File: config.mk
export PLATFORM = sky130hd
export DESIGN_NAME = sync_fifo_ctrl
export DESIGN_NICKNAME = d
export VERILOG_FILES = /design/src/rtl/fifo_pkg.sv /design/src/rtl/fifo_storage.sv /design/src/rtl/sync_fifo_ctrl.sv
export SDC_FILE = /design/constraint.sdc
export NUM_CORES = 1
export LEC_CHECK = 0
export BUFFER_PORTS_ARGS = -buffer_cell sky130_fd_sc_hd__buf_2
export CORE_MARGIN = 5
export CORE_UTILIZATION = 30
export CTS_CLUSTER_SIZE = 30
export DETAILED_ROUTE_END_ITERATION = 8
export PLACE_DENSITY = 0.45
export SLEW_MARGIN = 20
export SYNTH_ARGS = -nofsm -noshare
export SYNTH_HDL_FRONTEND = slang
export SYNTH_SLANG_ARGS = --single-unit
File: constraint.sdc
create_clock -name clk -period 4 [get_ports clk]
set_input_delay 1 -clock clk [delete_from_list [all_inputs] [get_ports clk]]
set_output_delay 1 -clock clk [all_outputs]
set_load 0.01 [all_outputs]
File: src/rtl/fifo_pkg.sv
// Shared types, default sizing and helper functions for sync_fifo_ctrl.
// The optional FIFO_PARITY_EN build stores one extra even-parity bit per word.
package fifo_pkg;

   localparam int FIFO_WIDTH  = 8;
   localparam int FIFO_DEPTH  = 16;
   localparam int FIFO_ADDR_W = 4;
   localparam int FIFO_AF     = 14;
   localparam int FIFO_AE     = 2;

   // Pointer carries one wrap bit above the storage address.
   typedef logic [FIFO_ADDR_W:0] ptr_t;
   // Occupancy has to reach DEPTH, hence one extra bit.
   typedef logic [FIFO_ADDR_W:0] count_t;

   // Even parity bit: makes the total number of ones even.
   function automatic logic even_par(input logic [63:0] d);
      return ^d;
   endfunction

   // Threshold ordering must leave a gap between the two soft flags.
   function automatic bit levels_ok(input int ae, input int af, input int depth);
      return (ae < af) && (af <= depth);
   endfunction

   // Depth must be a power of two matching the address width.
   function automatic bit depth_ok(input int depth, input int aw);
      return (depth >= 4) && (depth == (1 << aw));
   endfunction

endpackage

File: src/rtl/fifo_storage.sv
// Simple dual-port array: one write port, one registered read port.
// The array has no reset; only the read register clears.
module fifo_storage
   import fifo_pkg::*;
#(
   parameter int DW = FIFO_WIDTH,
   parameter int AW = FIFO_ADDR_W
) (
   input  logic          clk,
   input  logic          rst,
   input  logic          we,
   input  logic [AW-1:0] waddr,
   input  logic [DW-1:0] wdata,
   input  logic          re,
   input  logic [AW-1:0] raddr,
   output logic [DW-1:0] rdata
);

   localparam int N = 1 << AW;

   logic [DW-1:0] mem_q [N];
   logic [DW-1:0] rdata_q;

   // Write port: array contents survive reset.
   always_ff @(posedge clk) begin
      if (we) begin
         mem_q[waddr] <= wdata;
      end
   end

   // Read port: register updates only on a read, holds otherwise.
   always_ff @(posedge clk) begin
      if (rst) begin
         rdata_q <= '0;
      end else if (re) begin
         rdata_q <= mem_q[raddr];
      end
   end

   assign rdata = rdata_q;

endmodule

File: src/rtl/sync_fifo_ctrl.sv
// Single-clock FIFO controller: pointers, occupancy, flags, error pulses.
// Define FIFO_PARITY_EN to store and check even parity per word.
module sync_fifo_ctrl
   import fifo_pkg::*;
#(
   parameter int WIDTH    = FIFO_WIDTH,
   parameter int DEPTH    = FIFO_DEPTH,
   parameter int ADDR_W   = FIFO_ADDR_W,
   parameter int AF_LEVEL = FIFO_AF,
   parameter int AE_LEVEL = FIFO_AE
) (
   input  logic              clk,
   input  logic              rst,
   input  logic              wr_en,
   input  logic [WIDTH-1:0]  wr_data,
   input  logic              rd_en,
   output logic [WIDTH-1:0]  rd_data,
   output logic              rd_valid,
   output logic              full,
   output logic              empty,
   output logic              almost_full,
   output logic              almost_empty,
   output logic [ADDR_W:0]   count,
   output logic              overflow,
   output logic              underflow,
   output logic              parity_err
);

`ifdef FIFO_PARITY_EN
   localparam int SW = WIDTH + 1;
`else
   localparam int SW = WIDTH;
`endif

   typedef logic [ADDR_W:0] lptr_t;

   localparam lptr_t ONE   = lptr_t'(1);
   localparam lptr_t C_MAX = lptr_t'(DEPTH);
   localparam lptr_t C_AF  = lptr_t'(AF_LEVEL);
   localparam lptr_t C_AE  = lptr_t'(AE_LEVEL);

   if (!levels_ok(AE_LEVEL, AF_LEVEL, DEPTH) || !depth_ok(DEPTH, ADDR_W)) begin : g_bad_cfg
      $error("sync_fifo_ctrl: illegal DEPTH/ADDR_W/AE_LEVEL/AF_LEVEL");
   end

   lptr_t wr_ptr_q, wr_ptr_d;
   lptr_t rd_ptr_q, rd_ptr_d;
   lptr_t count_q,  count_d;
   logic  rd_valid_q, rd_valid_d;
   logic  ovf_q, ovf_d;
   logic  udf_q, udf_d;
   logic  push, pop;

   logic [SW-1:0] wdata;
   logic [SW-1:0] rdata;

   assign full         = (count_q == C_MAX);
   assign empty        = (count_q == '0);
   assign almost_full  = (count_q >= C_AF);
   assign almost_empty = (count_q <= C_AE);
   assign count        = count_q;
   assign rd_valid     = rd_valid_q;
   assign overflow     = ovf_q;
   assign underflow    = udf_q;

   // Accept decisions and next state, all from pre-edge occupancy.
   always_comb begin
      push       = wr_en & ~full;
      pop        = rd_en & ~empty;
      wr_ptr_d   = wr_ptr_q;
      rd_ptr_d   = rd_ptr_q;
      count_d    = count_q;
      rd_valid_d = pop;
      ovf_d      = wr_en & full;
      udf_d      = rd_en & empty;
      if (push) begin
         wr_ptr_d = wr_ptr_q + ONE;
      end
      if (pop) begin
         rd_ptr_d = rd_ptr_q + ONE;
      end
      unique case ({push, pop})
         2'b10:   count_d = count_q + ONE;
         2'b01:   count_d = count_q - ONE;
         default: count_d = count_q;
      endcase
   end

   // Control registers; reset wins over any request in the same cycle.
   always_ff @(posedge clk) begin
      if (rst) begin
         wr_ptr_q   <= '0;
         rd_ptr_q   <= '0;
         count_q    <= '0;
         rd_valid_q <= 1'b0;
         ovf_q      <= 1'b0;
         udf_q      <= 1'b0;
      end else begin
         wr_ptr_q   <= wr_ptr_d;
         rd_ptr_q   <= rd_ptr_d;
         count_q    <= count_d;
         rd_valid_q <= rd_valid_d;
         ovf_q      <= ovf_d;
         udf_q      <= udf_d;
      end
   end

   fifo_storage #(
      .DW (SW),
      .AW (ADDR_W)
   ) u_storage (
      .clk   (clk),
      .rst   (rst),
      .we    (push),
      .waddr (wr_ptr_q[ADDR_W-1:0]),
      .wdata (wdata),
      .re    (pop),
      .raddr (rd_ptr_q[ADDR_W-1:0]),
      .rdata (rdata)
   );

`ifdef FIFO_PARITY_EN
   assign wdata      = {even_par(64'(wr_data)), wr_data};
   assign rd_data    = rdata[WIDTH-1:0];
   assign parity_err = rd_valid_q &
                       (rdata[WIDTH] ^ even_par(64'(rdata[WIDTH-1:0])));
`else
   assign wdata      = wr_data;
   assign rd_data    = rdata;
   assign parity_err = 1'b0;
`endif

endmodule

==> flow_summary_export.csv, run 1 <==
group,metric,value,unit
outcome,run_status,"completed",
floorplan,io_pins,33,
drt,drtIter0Drc,199,
floorplan,core,0.0203,sq mm
logic_synthesis,synthTopCellsByArea,"edfxtp_1 62%, mux2i_1 11%, dfxtp_1 7.8%, o22ai_1 3.2%, nor2_1 2.0%",
min_path,hp-start,"wr_ptr_q[1]$_SDFFE_PP0P_",
grt,grt_max_degree,35,
clock_network,cts_max_level,4,
grt,first_global_vias,3473,
floorplan,dieArea,0.0236,sq mm
logic_synthesis,async_flop_share,0,%
sta,drv_slew,0,
sta,finClkSkew,10.2,ps
sta,max_freq,0.325,GHz
clock_network,clockRootBuffer,"clkbuf_16",
grt,overflow,0,
logic_synthesis,synth_cells,403,
min_path,hold_class,"reg2reg",
logic_synthesis,synth.yosys.seq_area_share,69.8,%
drt,vias_per_cell,4.72,
logic_synthesis,synth_nets,423,
logic_synthesis,synth_top_area_cell,"edfxtp_1",
clock_network,cts_max_path_buffers,2,
sta,maxSlewHeadroom,40.5,%
sta,finalSetupViolCount,0,
sta,min_period_over_period,77.0,%
placement,io_buffers,31,
critical_path,r2r_start,"count[3]$_SDFFE_PP0P_",
floorplan,die_h,154,um
logic_synthesis,yosysWarnings,0,
sta,fin_ws,919,ps
critical_path,reg2reg_slack,920,ps
min_path,min_to,"wr_ptr_q[1]$_SDFFE_PP0P_",
placement,gp_congestion,0.731,
floorplan,fp.dieW,154,um
sta,worst_pin_slew,890,ps
logic_synthesis,ys_types,43,
layout,drive_above_1_share,18.2,%
clock_network,cts_tree,"built",
sta,fin_crit,3080,ps
critical_path,crit_fanout,10,
floorplan,start_util,30.5,%
layout,synthToLayoutAreaGrowth,16.2,%
critical_path,critPathLaunchType,"flop",
clock_network,clk_pin_slew,60,ps
critical_path,worst_r2r_path_depth,10,
clock_network,cts_made_buffers,17,
drt,drc,0,
placement,detailed_place_hpwl,9140,um
layout,antennaDiodeCount,0,
grt,grt_pass1_wl,21100,um
layout,fillers,1956,
sta,rsz0062_at_grt,"no",
power,p_leak,2.28,nW
power,ir_worst_vdd,305,uV
critical_path,rr_endpoint,"count[4]$_SDFFE_PP0P_",
clock_network,ctsHoldBuffers,0,
run,cap_violations,0,
critical_path,end_kind,"flop",
logic_synthesis,ys_top_cells_by_count,"128 x edfxtp_1, 66 x mux2i_1, 33 x nor2_1",
drt,wl,14000,um
critical_path,required,4300,ps
logic_synthesis,synth_seq_cells,152,
power,fin_total_pwr,4.34,mW
critical_path,cp.arrival,3380,ps
logic_synthesis,synth_most_common_cell,"edfxtp_1",
grt,antenna_found_initial,0,
logic_synthesis,synth_top_area_share,62.1,%
sta,finalSetupTns,0,ps
sta,hold_viol_final,0,
power,power_density,602,mW/mm^2
floorplan,fp-row-count,52,
layout,finalNetCount,451,
min_path,holdPathStages,2,
critical_path,path_class,"reg2reg",
drt,dr_total_vias,3370,
clock_network,post_cts_buffers,0,
logic_synthesis,synth.cell_area,0.00619,sq mm
grt,grt_usage,12.0,%
logic_synthesis,postSynthAreaPerCell,15.4,sq um
drt,wl_per_cell,19.6,um
logic_synthesis,synth_edf_count,128,
drt,drt_pass1_iterations,4,
clock_network,numClockSinks,152,
clock_network,ctsResizeCount,0,
drt,ant_nets,0,
clock_network,clk_latency,410,ps
placement,dpl_worst_slack,800,ps
logic_synthesis,synth_flop_cell,"edfxtp_1",
stage by stage:
| stage | area [sq um] | util (%) | cells | hold WS, ps |
|---|---|---|---|---|
| finish | 7200 | 35.5 | 714 | 531 |
| global route | 7200 | 35.5 | 714 | 563 |
| CTS | 7200 | 35.5 | 714 | 538 |
| detailed placement | 6590 | 32.5 | 682 | 524 |
| global placement | 6590 | 32.5 | 682 | 528 |
| floorplan | 6190 | - | 403 | 477 |
placed cells by master, fill, tap and decap left out, drive strengths merged, types with 2 or more instances in the layout:
cell / n
clkinvlp: 3
clkbuf: 17
or3: 3
o22ai: 32
nand2: 6
xor2: 8
and3: 2
buf: 36
or3b: 3
mux2: 2
nand3b: 4
clkinv: 8
nor2: 33
edfxtp: 128
nand2b: 3
nor2b: 3
dfxtp: 24
inv: 3
nor4b: 2
xnor2: 2
nor4: 8
ha: 8
nor3: 4
o211ai: 4
mux2i: 66
bufinv: 4
a211oi: 10
o21a: 2
a21oi: 5
final cells by class:
type | count | area, sq um | area share, %
inverters | 3 | 11.3 | 0.156
well taps | 270 | 338 | 4.69
clock buffers | 17 | 425 | 5.91
flip-flops and latches | 152 | 4330 | 60.1
clock inverters | 15 | 184 | 2.55
multi-input cells | 221 | 1710 | 23.7
repair buffers | 36 | 205 | 2.85
how the worst max path moves through the flow:
stage | start | to | slack, ps | depth (start not counted)
after global placement | wr_en | count[4]$_SDFFE_PP0P_ | 850 | 10
after floorplan | wr_en | count[4]$_SDFFE_PP0P_ | 1150 | 10
after CTS | count[3]$_SDFFE_PP0P_ | count[4]$_SDFFE_PP0P_ | 890 | 10
after detailed placement | wr_en | count[4]$_SDFFE_PP0P_ | 800 | 10
after global routing | count[3]$_SDFFE_PP0P_ | count[4]$_SDFFE_PP0P_ | 610 | 10
final | count[3]$_SDFFE_PP0P_ | count[4]$_SDFFE_PP0P_ | 920 | 10
worst max-delay path, stage by stage, from the launching register on:
cell	delay [ps]
dfxtp_1	380
or3_1	570
o21a_1	310
inv_1	130
ha_1	380
xor2_1	120
ha_1	190
a21oi_1	220
a22oi_1	140
a31oi_1	170
mux2_2	350
kinds of logic (layout without fill, tap and decap cells):
group           after synthesis  count (layout)  share of synthesized area, %
flops                       152             152                          69.8
simple gates                 76              76                          6.44
mux                          68              68                          11.0
compound gates               58              58                          7.01
buf+inv                      30              71                          2.61
xor+xnor                     10              10                          1.41
fa+ha+maj                     8               8                          1.62
other cells                   1               1                        0.0605
flip-flops by register name (all words and copies together), names as in the netlist:
name / cells
rd_ptr_q: 4
rd_valid: 1
u_storage.rdata: 8
wr_ptr_q: 4
underflow: 1
u_storage.mem_q: 128
overflow: 1
count: 5
where the power goes:
part / internal [mW] / switching (mW) / total, mW
clock network: 1.03 / 0.602 / 1.64
registers: 1.83 / 0.104 / 1.93
logic: 0.301 / 0.472 / 0.772
total: 3.16 / 1.18 / 4.34
metal layers:
layer	wire length (um)	vias up	track usage, %
met4	137	0	3.66
met2	6480	84	18.7
met5	0	-	0
met3	857	11	3.54
li1	-	1606	-
met1	6490	1669	16.4
Power figures use the tool's default switching activity.
==> inputs of run 2 (changes only) <==
Clock period 4 ns to 2.98 ns, I/O delays scaled along.
==> run 2 against run 1 <==
- first-iteration DRC count is 4.5% lower
- register-to-register slack got worse by 690 ps
- hold slack improved by 2.8 ps
- sequential cell count is the same
- critical path type unchanged
- final area rose by 1.6%
- cell count up 2.0%
- count of clock-buffer cells in the layout up 2
- power grew 36%
==> flow_summary_export.csv, run 2 (same netlist as run 1, synthesis figures left out) <==
group,metric,value,unit
clock_network,cts_made_buffers,17,
sta,finalSetupTns,0,ps
clock_network,clk_latency,420,ps
grt,overflow,0,
sta,max_freq,0.364,GHz
critical_path,worst_r2r_path_depth,10,
clock_network,post_cts_buffers,0,
sta,fin_ws,234,ps
min_path,hold_class,"reg2reg",
sta,min_period_over_period,92.1,%
grt,grt_usage,12.2,%
layout,layout_commonest_cell,"edfxtp_1",
layout,largest_register_ffs,128,
clock_network,numClockSinks,152,
critical_path,end_kind,"flop",
placement,gp_congestion,0.742,
drt,drt_pass1_iterations,4,
critical_path,critical_path.cell_chain,"or3_1 -> o21a_1 -> inv_1 -> ha_1 -> xor2_1 -> ha_1 -> a21oi_1 -> nand4bb_1 -> a31oi_1 -> mux2_2",
drt,ant_nets,0,
placement,detailed_place_hpwl,9070,um
sta,worst_pin_slew,650,ps
clock_network,clk_pin_slew,60,ps
grt,first_global_vias,3536,
sta,finalSetupViolCount,0,
sta,drv_slew,0,
floorplan,fp-row-count,52,
min_path,min_to,"u_storage.rdata[2]$_SDFFE_PP0P_",
placement,dpl_worst_slack,232,ps
critical_path,cpMostUsedCell,"ha_1",
grt,grt_max_degree,63,
sta,hold_viol_final,0,
clock_network,cts_tree,"built",
critical_path,critPathLaunchType,"flop",
min_path,hp-start,"u_storage.rdata[2]$_SDFFE_PP0P_",
layout,synthToLayoutAreaGrowth,18.1,%
drt,drc,0,
sta,finClkSkew,5.16,ps
critical_path,crit_fanout,10,
floorplan,start_util,30.5,%
drt,vias_per_cell,4.66,
floorplan,fp.dieW,154,um
clock_network,ctsHoldBuffers,0,
layout,drive_above_1_share,19.7,%
critical_path,slowest_stage,"or3_1",
grt,antenna_found_initial,0,
layout,fillers,1972,
outcome,run_status,"completed",
sta,fin_crit,2750,ps
drt,drtIter0Drc,190,
power,power_density,804,mW/mm^2
floorplan,dieArea,0.0236,sq mm
min_path,holdPathStages,2,
drt,wl,13900,um
critical_path,required,3290,ps
drt,wl_per_cell,19.1,um
sta,rsz0062_at_grt,"no",
power,ir_worst_vdd,675,uV
drt,dr_total_vias,3395,
layout,regMostFlops,"u_storage.mem_q",
clock_network,cts_max_level,4,
layout,final_cell_mix,"128 x edfxtp_1, 66 x mux2i_1, 33 x nor2_1",
clock_network,ctsResizeCount,0,
critical_path,r2r_start,"count[3]$_SDFFE_PP0P_",
run,cap_violations,0,
power,p_leak,2.36,nW
clock_network,clockRootBuffer,"clkbuf_16",
critical_path,max_stage_delay,560,ps
critical_path,cp_num_buf_inv,1,
grt,grt_pass1_wl,21300,um
layout,postLayoutCellArea,0.00732,sq mm
floorplan,die_h,154,um
placement,io_buffers,31,
clock_network,cts_max_path_buffers,2,
placement,placed_cell_area,0.00670,sq mm
floorplan,core,0.0203,sq mm
critical_path,critical-path-top-delay-family,"simple AND/OR/NAND/NOR gates",
critical_path,cp.arrival,3050,ps
sta,maxSlewHeadroom,56.7,%
layout,antennaDiodeCount,0,
floorplan,io_pins,33,
critical_path,reg2reg_slack,230,ps
critical_path,path_class,"reg2reg",
critical_path,rr_endpoint,"count[4]$_SDFFE_PP0P_",
layout,finalNetCount,466,
==> run 2: cell count changes in the layout (fill, tap and decap cells not counted), sizes merged <==
cell	change
clkinvlp	-2
clkbuf	+2
clkinv	-2
bufinv	+1
buf	+15
==> run 2: cell type report <==
cell class / instances / area (sq um) / area share, %
sequential: 152 / 4330 / 59.1
multi-input combinational: 221 / 1710 / 23.3
clock buffer: 19 / 433 / 5.92
tap: 270 / 338 / 4.62
timing repair buffer: 51 / 318 / 4.34
clock inverter: 12 / 181 / 2.48
inverter: 3 / 11.3 / 0.154
==> run 2: metrics by stage <==
step / util [%] / instances / power [mW] / hold slack [ps]
6_report: 36.0 / 728 / 5.89 / 534
5_1_grt: 36.0 / 728 / 6.18 / 569
4_1_cts: 36.0 / 728 / 5.97 / 539
3_5_place_dp: 33.0 / 697 / 3.70 / 526
3_3_place_gp: 33.0 / 697 / 3.68 / 520
2_1_floorplan: - / 403 / 3.37 / 477
==> run 2: power breakdown <==
| part | switching [mW] | internal, mW |
|---|---|---|
| clock network | 0.786 | 1.46 |
| registers | 0.129 | 2.45 |
| logic | 0.639 | 0.419 |
| total | 1.55 | 4.33 |
==> run 2: per-layer routing <==
layer	track usage [%]	vias up	share of wire (%)
met5	0	-	0
met4	4.29	0	1.3
met3	3.23	10	5.7
met2	18.2	84	45
met1	17.3	1661	48
li1	-	1640	-
==> run 2: worst max-delay path by stage <==
stage                                from                     to  depth (start not counted)
finish              count[3]$_SDFFE_PP0P_  count[4]$_SDFFE_PP0P_                         10
global route        count[3]$_SDFFE_PP0P_  count[4]$_SDFFE_PP0P_                         10
CTS                 count[3]$_SDFFE_PP0P_  count[4]$_SDFFE_PP0P_                         10
detailed placement  count[3]$_SDFFE_PP0P_  count[4]$_SDFFE_PP0P_                         10
global placement    count[3]$_SDFFE_PP0P_  count[4]$_SDFFE_PP0P_                         10
floorplan           count[1]$_SDFFE_PP0P_  count[4]$_SDFFE_PP0P_                         13
==> run 2: worst min-delay path, delay by kind of cell (launching register included) <==
family,cells,cell delay [ps]
AOI/OAI and AO/OA,1,50
DFF,1,310
and+or+nand+nor,1,120
